--- src/rtl/mem_stream_loader_if.sv ---
// Byte-stream in, memory-write out, plus load control; master = loader, slave = host/memory side.
// Registered outputs only, so no combinational paths through this bundle.
interface mem_stream_loader_if #(
  parameter int ADDR_WIDTH = 14
);
  logic                  start;
  logic                  clear;
  logic [ADDR_WIDTH-1:0] base;
  logic [ADDR_WIDTH:0]   nwords;
  logic                  in_valid;
  logic [7:0]            in_data;
  logic                  in_ready;
  logic                  busy;
  logic                  done;
  logic                  mem_write;
  logic [3:0]            mem_wmask;
  logic [31:0]           mem_wdata;
  logic                  mem_wgrubby;
  logic [ADDR_WIDTH-1:0] mem_addr;

  modport master (
    input  start, clear, base, nwords, in_valid, in_data,
    output in_ready, busy, done, mem_write, mem_wmask, mem_wdata, mem_wgrubby, mem_addr
  );

  modport slave (
    output start, clear, base, nwords, in_valid, in_data,
    input  in_ready, busy, done, mem_write, mem_wmask, mem_wdata, mem_wgrubby, mem_addr
  );
endinterface

--- src/rtl/mem_stream_loader.sv ---
// Packs a byte stream little-endian into 32-bit words and writes them to consecutive addresses, optional zero-fill first.
// One write per 4 accepted bytes (5 cycles per word unstalled); in_ready drops during CLEAR and WRITE.
module mem_stream_loader #(
  parameter int ADDR_WIDTH = 14
) (
  input  logic                clk,
  input  logic                rst,
  mem_stream_loader_if.master bus
);

  typedef enum logic [2:0] {IDLE, CLEAR, COLLECT, WRITE, DONE} state_t;

  state_t                state, state_nxt;
  logic [ADDR_WIDTH-1:0] base_q;
  logic [ADDR_WIDTH-1:0] addr_q;
  logic [ADDR_WIDTH:0]   nwords_q;
  logic [ADDR_WIDTH:0]   idx_q;
  logic [ADDR_WIDTH:0]   idx_inc;
  logic [1:0]            byte_cnt;
  logic [23:0]           word_q;
  logic [31:0]           wdata_q;
  logic                  in_ready_q;
  logic                  busy_q;
  logic                  done_q;
  logic                  write_q;
  logic                  take;

  assign take    = bus.in_valid & in_ready_q;
  assign idx_inc = idx_q + 1'b1;

  always_comb begin
    state_nxt = state;
    case (state)
      IDLE: begin
        if (bus.start) begin
          if (bus.clear)              state_nxt = CLEAR;
          else if (bus.nwords != '0)  state_nxt = COLLECT;
          else                        state_nxt = DONE;
        end
      end
      // addr_q doubles as the fill counter; all-ones is the last fill address
      CLEAR:   if (&addr_q) state_nxt = (nwords_q != '0) ? COLLECT : DONE;
      COLLECT: if (take && byte_cnt == 2'd3) state_nxt = WRITE;
      WRITE:   state_nxt = (idx_inc == nwords_q) ? DONE : COLLECT;
      DONE:    state_nxt = IDLE;
      default: state_nxt = IDLE;
    endcase
  end

  always_ff @(posedge clk or posedge rst) begin
    if (rst) begin
      state      <= IDLE;
      base_q     <= '0;
      addr_q     <= '0;
      nwords_q   <= '0;
      idx_q      <= '0;
      byte_cnt   <= '0;
      word_q     <= '0;
      wdata_q    <= '0;
      in_ready_q <= 1'b0;
      busy_q     <= 1'b0;
      done_q     <= 1'b0;
      write_q    <= 1'b0;
    end else begin
      state      <= state_nxt;
      in_ready_q <= (state_nxt == COLLECT);
      busy_q     <= (state_nxt == CLEAR) || (state_nxt == COLLECT) || (state_nxt == WRITE);
      done_q     <= (state_nxt == DONE);
      write_q    <= (state_nxt == CLEAR) || (state_nxt == WRITE);

      if (state == IDLE && bus.start) begin
        base_q   <= bus.base;
        nwords_q <= bus.nwords;
        idx_q    <= '0;
        byte_cnt <= '0;
      end

      if (take) begin
        byte_cnt <= byte_cnt + 1'b1;
        case (byte_cnt)
          2'd0:    word_q[7:0]   <= bus.in_data;
          2'd1:    word_q[15:8]  <= bus.in_data;
          2'd2:    word_q[23:16] <= bus.in_data;
          default: word_q        <= word_q;
        endcase
      end

      // Address and data only move when a write is about to be presented
      if (state_nxt == CLEAR) begin
        addr_q  <= (state == CLEAR) ? addr_q + 1'b1 : '0;
        wdata_q <= '0;
      end else if (state_nxt == WRITE) begin
        addr_q  <= base_q + idx_q[ADDR_WIDTH-1:0];
        wdata_q <= {bus.in_data, word_q};
      end

      if (state == WRITE) idx_q <= idx_inc;
    end
  end

  assign bus.in_ready    = in_ready_q;
  assign bus.busy        = busy_q;
  assign bus.done        = done_q;
  assign bus.mem_write   = write_q;
  assign bus.mem_wmask   = {4{write_q}};
  assign bus.mem_wdata   = wdata_q;
  assign bus.mem_wgrubby = 1'b0;
  assign bus.mem_addr    = addr_q;

endmodule

--- src/flat_wrapper.sv ---
// flat-port wrapper written by rule: the top's interface ports become plain ports
module mem_stream_loader_flat 
#(
  parameter int ADDR_WIDTH = 14
)
  (clk, rst, bus_start, bus_clear, bus_base, bus_nwords, bus_in_valid, bus_in_data, bus_in_ready, bus_busy, bus_done, bus_mem_write, bus_mem_wmask, bus_mem_wdata, bus_mem_wgrubby, bus_mem_addr);
  mem_stream_loader_if #(.ADDR_WIDTH(ADDR_WIDTH)) bus_i ();
  input  logic clk;
  input  logic rst;
  input wire logic [$bits(bus_i.start)-1:0] bus_start;
  input wire logic [$bits(bus_i.clear)-1:0] bus_clear;
  input wire logic [$bits(bus_i.base)-1:0] bus_base;
  input wire logic [$bits(bus_i.nwords)-1:0] bus_nwords;
  input wire logic [$bits(bus_i.in_valid)-1:0] bus_in_valid;
  input wire logic [$bits(bus_i.in_data)-1:0] bus_in_data;
  output wire logic [$bits(bus_i.in_ready)-1:0] bus_in_ready;
  output wire logic [$bits(bus_i.busy)-1:0] bus_busy;
  output wire logic [$bits(bus_i.done)-1:0] bus_done;
  output wire logic [$bits(bus_i.mem_write)-1:0] bus_mem_write;
  output wire logic [$bits(bus_i.mem_wmask)-1:0] bus_mem_wmask;
  output wire logic [$bits(bus_i.mem_wdata)-1:0] bus_mem_wdata;
  output wire logic [$bits(bus_i.mem_wgrubby)-1:0] bus_mem_wgrubby;
  output wire logic [$bits(bus_i.mem_addr)-1:0] bus_mem_addr;
  assign bus_i.start = bus_start;
  assign bus_i.clear = bus_clear;
  assign bus_i.base = bus_base;
  assign bus_i.nwords = bus_nwords;
  assign bus_i.in_valid = bus_in_valid;
  assign bus_i.in_data = bus_in_data;
  assign bus_in_ready = bus_i.in_ready;
  assign bus_busy = bus_i.busy;
  assign bus_done = bus_i.done;
  assign bus_mem_write = bus_i.mem_write;
  assign bus_mem_wmask = bus_i.mem_wmask;
  assign bus_mem_wdata = bus_i.mem_wdata;
  assign bus_mem_wgrubby = bus_i.mem_wgrubby;
  assign bus_mem_addr = bus_i.mem_addr;
  mem_stream_loader #(.ADDR_WIDTH(ADDR_WIDTH)) u_core (.clk(clk), .rst(rst), .bus(bus_i));
endmodule
--- config.mk ---
export PLATFORM = sky130hd
export DESIGN_NAME = mem_stream_loader_flat
export DESIGN_NICKNAME = d
export VERILOG_FILES = /design/src/rtl/mem_stream_loader_if.sv /design/src/rtl/mem_stream_loader.sv /design/src/flat_wrapper.sv
export SDC_FILE = /design/constraint.sdc
export NUM_CORES = 1
export LEC_CHECK = 0
export CAP_MARGIN = 40
export CORE_MARGIN = 4
export CORE_UTILIZATION = 57
export DETAILED_ROUTE_END_ITERATION = 6
export PLACE_DENSITY = 0.85
export REMOVE_ABC_BUFFERS = 1
export SLEW_MARGIN = 25
export SYNTH_ARGS = -nofsm -noshare
export SYNTH_HDL_FRONTEND = slang
export SYNTH_SLANG_ARGS = --single-unit
--- constraint.sdc ---
create_clock -name clk -period 6.4 [get_ports clk]
set_input_delay 0.96 -clock clk [delete_from_list [all_inputs] [get_ports clk]]
set_output_delay 0.96 -clock clk [all_outputs]
set_load 0.005 [all_outputs]
==> results.sh <==
export IMPL_status="finished, final reports clean"
export IMPL_numClockSinks=123
export IMPL_hpwlAfterDp_um=10820
export IMPL_ctsResizeCount=0
export IMPL_clkTransAtPathRegs_ns=0.06
export IMPL_placedCellCount=778
export IMPL_die_y_um=113.1
export IMPL_fmax_ghz=0.3546
export IMPL_crit_fanout=33
export IMPL_layout_common_cells="dfrtp_1, clkdlybuf4s50_1, mux2_2, o21ai_0, nand2_1"
export IMPL_setup_violations=0
export IMPL_required_ns=6.86
export IMPL_hold_start="u_core.word_q[16]$_DFFE_PP0P_"
export IMPL_diodes=0
export IMPL_final_common_cell="dfrtp_1"
export IMPL_drc=0
export IMPL_synth_seq_cells=123
export IMPL_path_class="flip-flop to flip-flop"
export IMPL_globalRouteTotalUtil_pct=24.62
export IMPL_antenna_found_initial=0
export IMPL_cts_root_buffer="clkbuf_8"
export IMPL_synth_area_leaders="dfrtp_1, mux2_2, a22o_1"
export IMPL_synth_edf_count=0
export IMPL_final_area_um2=7876
export IMPL_n_fill_cell=752
export IMPL_gp_congestion=0.9124
export IMPL_swShare_pct=33.03
export IMPL_place_worst_setup_slack_ns=3.153
export IMPL_area_growth_pct=25.07
export IMPL_wl_per_cell_um=19.07
export IMPL_ctsHoldBuffers=0
export IMPL_grt_pass1_vias=5022
export IMPL_htree_levels=4
export IMPL_critPathBufInv=1
export IMPL_drtAntennaViolNets=0
export IMPL_worst_slack_ns=3.580
export IMPL_rsz0062_at_grt="no"
export IMPL_ys_warn_count=0
export IMPL_placed_area_um2=7274
export IMPL_grt_first_pass_wirelength_um=25070
export IMPL_slew_violations=0
export IMPL_clock_skew_ns=0.008587
export IMPL_drv_cap=0
export IMPL_core_um2=10840
export IMPL_pwr_share_clk_pct=27.2
export IMPL_cts_tree="built"
export IMPL_io_buffer_count=95
export IMPL_synthCells=572
export IMPL_grt_max_degree=58
export IMPL_die_w_um=113.1
export IMPL_ys_seq_area_share_pct=48.88
export IMPL_finalCritPeriodShare_pct=44.06
export IMPL_clk_path_buf_depth=2
export IMPL_startpoint="u_core.bus.mem_addr[0]$_DFFE_PP0P_"
export IMPL_switchingPower_uw=1165
export IMPL_synth_avg_cell_area_um2=11.01
export IMPL_wl_um=15450
export IMPL_whs_ns=0.4963
export IMPL_synth_top_area_share_pct=48.88
export IMPL_pwr_share_seq_pct=38.3
export IMPL_cts_setup_buffers=0
export IMPL_p_comb_share_pct=34.5
export IMPL_min_path_type="flip-flop to flip-flop"
export IMPL_rows=38
export IMPL_synth_cell_type_count=62
export IMPL_end_kind="flip-flop"
export IMPL_num_io_pins=97
export IMPL_synthFlopType="dfrtp_1"
export IMPL_hold_viol_final=0
export IMPL_relSlewSlack_pct=51.60
export IMPL_synth_async_reset_ratio_pct=100.0
export IMPL_synth_largest_area_cell="dfrtp_1"
export IMPL_path_cells="ha_1 > nand3_1 > nor3_2 > a31o_2 > and2_1 > buf_4 > a22o_1"
export IMPL_p_int_uw=2363
export IMPL_start_util_pct=58.09
export IMPL_drive_gt1_share_pct=15.07
export IMPL_drt_iter0_markers=434
export IMPL_leakage_uw=0.003363
export IMPL_cts_buffers_inserted=17
export IMPL_cp_start_kind="flip-flop"
export IMPL_setup_tns_ns=0
export IMPL_power_density_nw_per_um2=447.9
export IMPL_peakVddDrop_mv=0.2579
export IMPL_syn_area_um2=6297
export IMPL_nNetsFinal=720
export IMPL_num_vias=5068
export IMPL_critPathMaxStageDelay_ns=0.47
export IMPL_r2r_start="u_core.bus.mem_addr[0]$_DFFE_PP0P_"
export IMPL_dieArea_um2=12790
export IMPL_gr_total_overflow=0
export IMPL_arrival_ns=3.28
export IMPL_viasPerCell=6.257
export IMPL_layout_min_cycle_time_ns=2.820
export IMPL_critPathSlowestCell="nor3_2"
export IMPL_first_pass_iters=5
export IMPL_worst_slew_pin_slew_ns=0.7240
export IMPL_stdcell_count=810
export IMPL_insertion_delay_ns=0.53
export IMPL_crit_family="simple AND/OR/NAND/NOR gates"
-- Yosys cell counts (3+ instances only) --
| cell type | instances |
|---|---|
| clkbuf_1 | 13 |
| a22o_1 | 32 |
| a22oi_1 | 3 |
| a21oi_1 | 25 |
| and2_1 | 5 |
| nand2b_1 | 3 |
| o311ai_0 | 3 |
| nor2b_1 | 3 |
| buf_2 | 8 |
| mux2_2 | 52 |
| a31oi_1 | 6 |
| xnor2_1 | 23 |
| nor3_1 | 10 |
| and4_1 | 4 |
| buf_4 | 8 |
| o2111ai_1 | 3 |
| o21ai_0 | 38 |
| ha_1 | 19 |
| o31ai_1 | 4 |
| a221o_1 | 5 |
| nand4_1 | 12 |
| buf_6 | 4 |
| inv_1 | 20 |
| nand2_1 | 35 |
| nand3_1 | 18 |
| xor2_1 | 8 |
| o21bai_1 | 3 |
| and3_1 | 7 |
| dfrtp_1 | 123 |
| a21o_1 | 4 |
| o41ai_1 | 3 |
| nor4_1 | 9 |
| nor2_1 | 23 |
-- worst reg2reg max path: stages, from the launching register on --
cell     delay (ns)
dfrtp_1        0.41
ha_1           0.21
nand3_1        0.19
nor3_2         0.47
a31o_2         0.36
and2_1         0.47
buf_4          0.43
a22o_1         0.22
-- routing by layer --
layer / wire (µm) / up-vias / track usage (%)
met4: 430 / 0 / 10.26
met2: 7760 / 247 / 42.50
met5: 0 / - / 0
li1: - / 2291 / -
met1: 6182 / 2491 / 30.15
met3: 1075 / 39 / 5.027
-- sequential cells by signal, summed over array words and instances (netlist names) --
name,count
u_core.bus.mem_addr,14
u_core.bus.mem_write,1
u_core.bus.busy,1
u_core.nwords_q,15
u_core.bus.in_ready,1
u_core.bus.mem_wdata,32
u_core.state,3
u_core.base_q,14
u_core.idx_q,15
u_core.word_q,24
u_core.bus.done,1
u_core.byte_cnt,2
-- power by group through the flow --
stage          clock network (µW)  logic, µW  registers (µW)
2_1_floorplan                   0        753            1280
3_3_place_gp                    0       1160            1340
3_5_place_dp                    0       1200            1350
4_1_cts                       967       1220            1350
5_1_grt                      1000       1330            1390
6_report                      960       1220            1350
-- through the flow --
stage               utilization, %  power, µW
floorplan                        -       2036
global placement             66.85       2494
detailed placement           67.11       2556
CTS                          72.59       3533
global route                 72.66       3721
finish                       72.66       3528
-- layout make-up --
class / count / area [µm²] / share of cell area, %
Timing Repair Buffer: 101 / 1016 / 12.90
Clock inverter: 13 / 166.4 / 2.113
Sequential cell: 123 / 3078 / 39.08
Inverter: 21 / 81.33 / 1.033
Clock buffer: 18 / 427.9 / 5.433
Tap cell: 140 / 175.2 / 2.224
Multi-Input combinational cell: 394 / 2932 / 37.22
-- final timing paths --
check                                                        to  slack [ns]  cells past startpoint
setup / recovery           u_core.bus.mem_wdata[30]$_DFFE_PP0P_        3.58                      7
hold / removal             u_core.bus.mem_wdata[16]$_DFFE_PP0P_        0.50                      1
setup reg to reg           u_core.bus.mem_wdata[30]$_DFFE_PP0P_        3.58                      7
hold reg to reg            u_core.bus.mem_wdata[16]$_DFFE_PP0P_        0.50                      1
max in group asynchronous    u_core.bus.mem_addr[0]$_DFFE_PP0P_        4.48                      4
min in group asynchronous           u_core.idx_q[7]$_DFFE_PP0P_        0.85                      2
-- logic make-up (layout without fill, tap and decap cells) --
kind of cell	after synthesis	after routing	share of synthesized area, %
other	1	1	0.05955
buffers and inverters	55	153	4.570
DFF	123	123	48.88
and+or+nand+nor	137	137	11.33
AOI/OAI and AO/OA	149	149	16.55
adders and majority gates	20	20	4.093
muxes	55	55	9.855
xor gates and xnor gates	32	32	4.669
No activity file was read; power rests on OpenSTA's default activity.
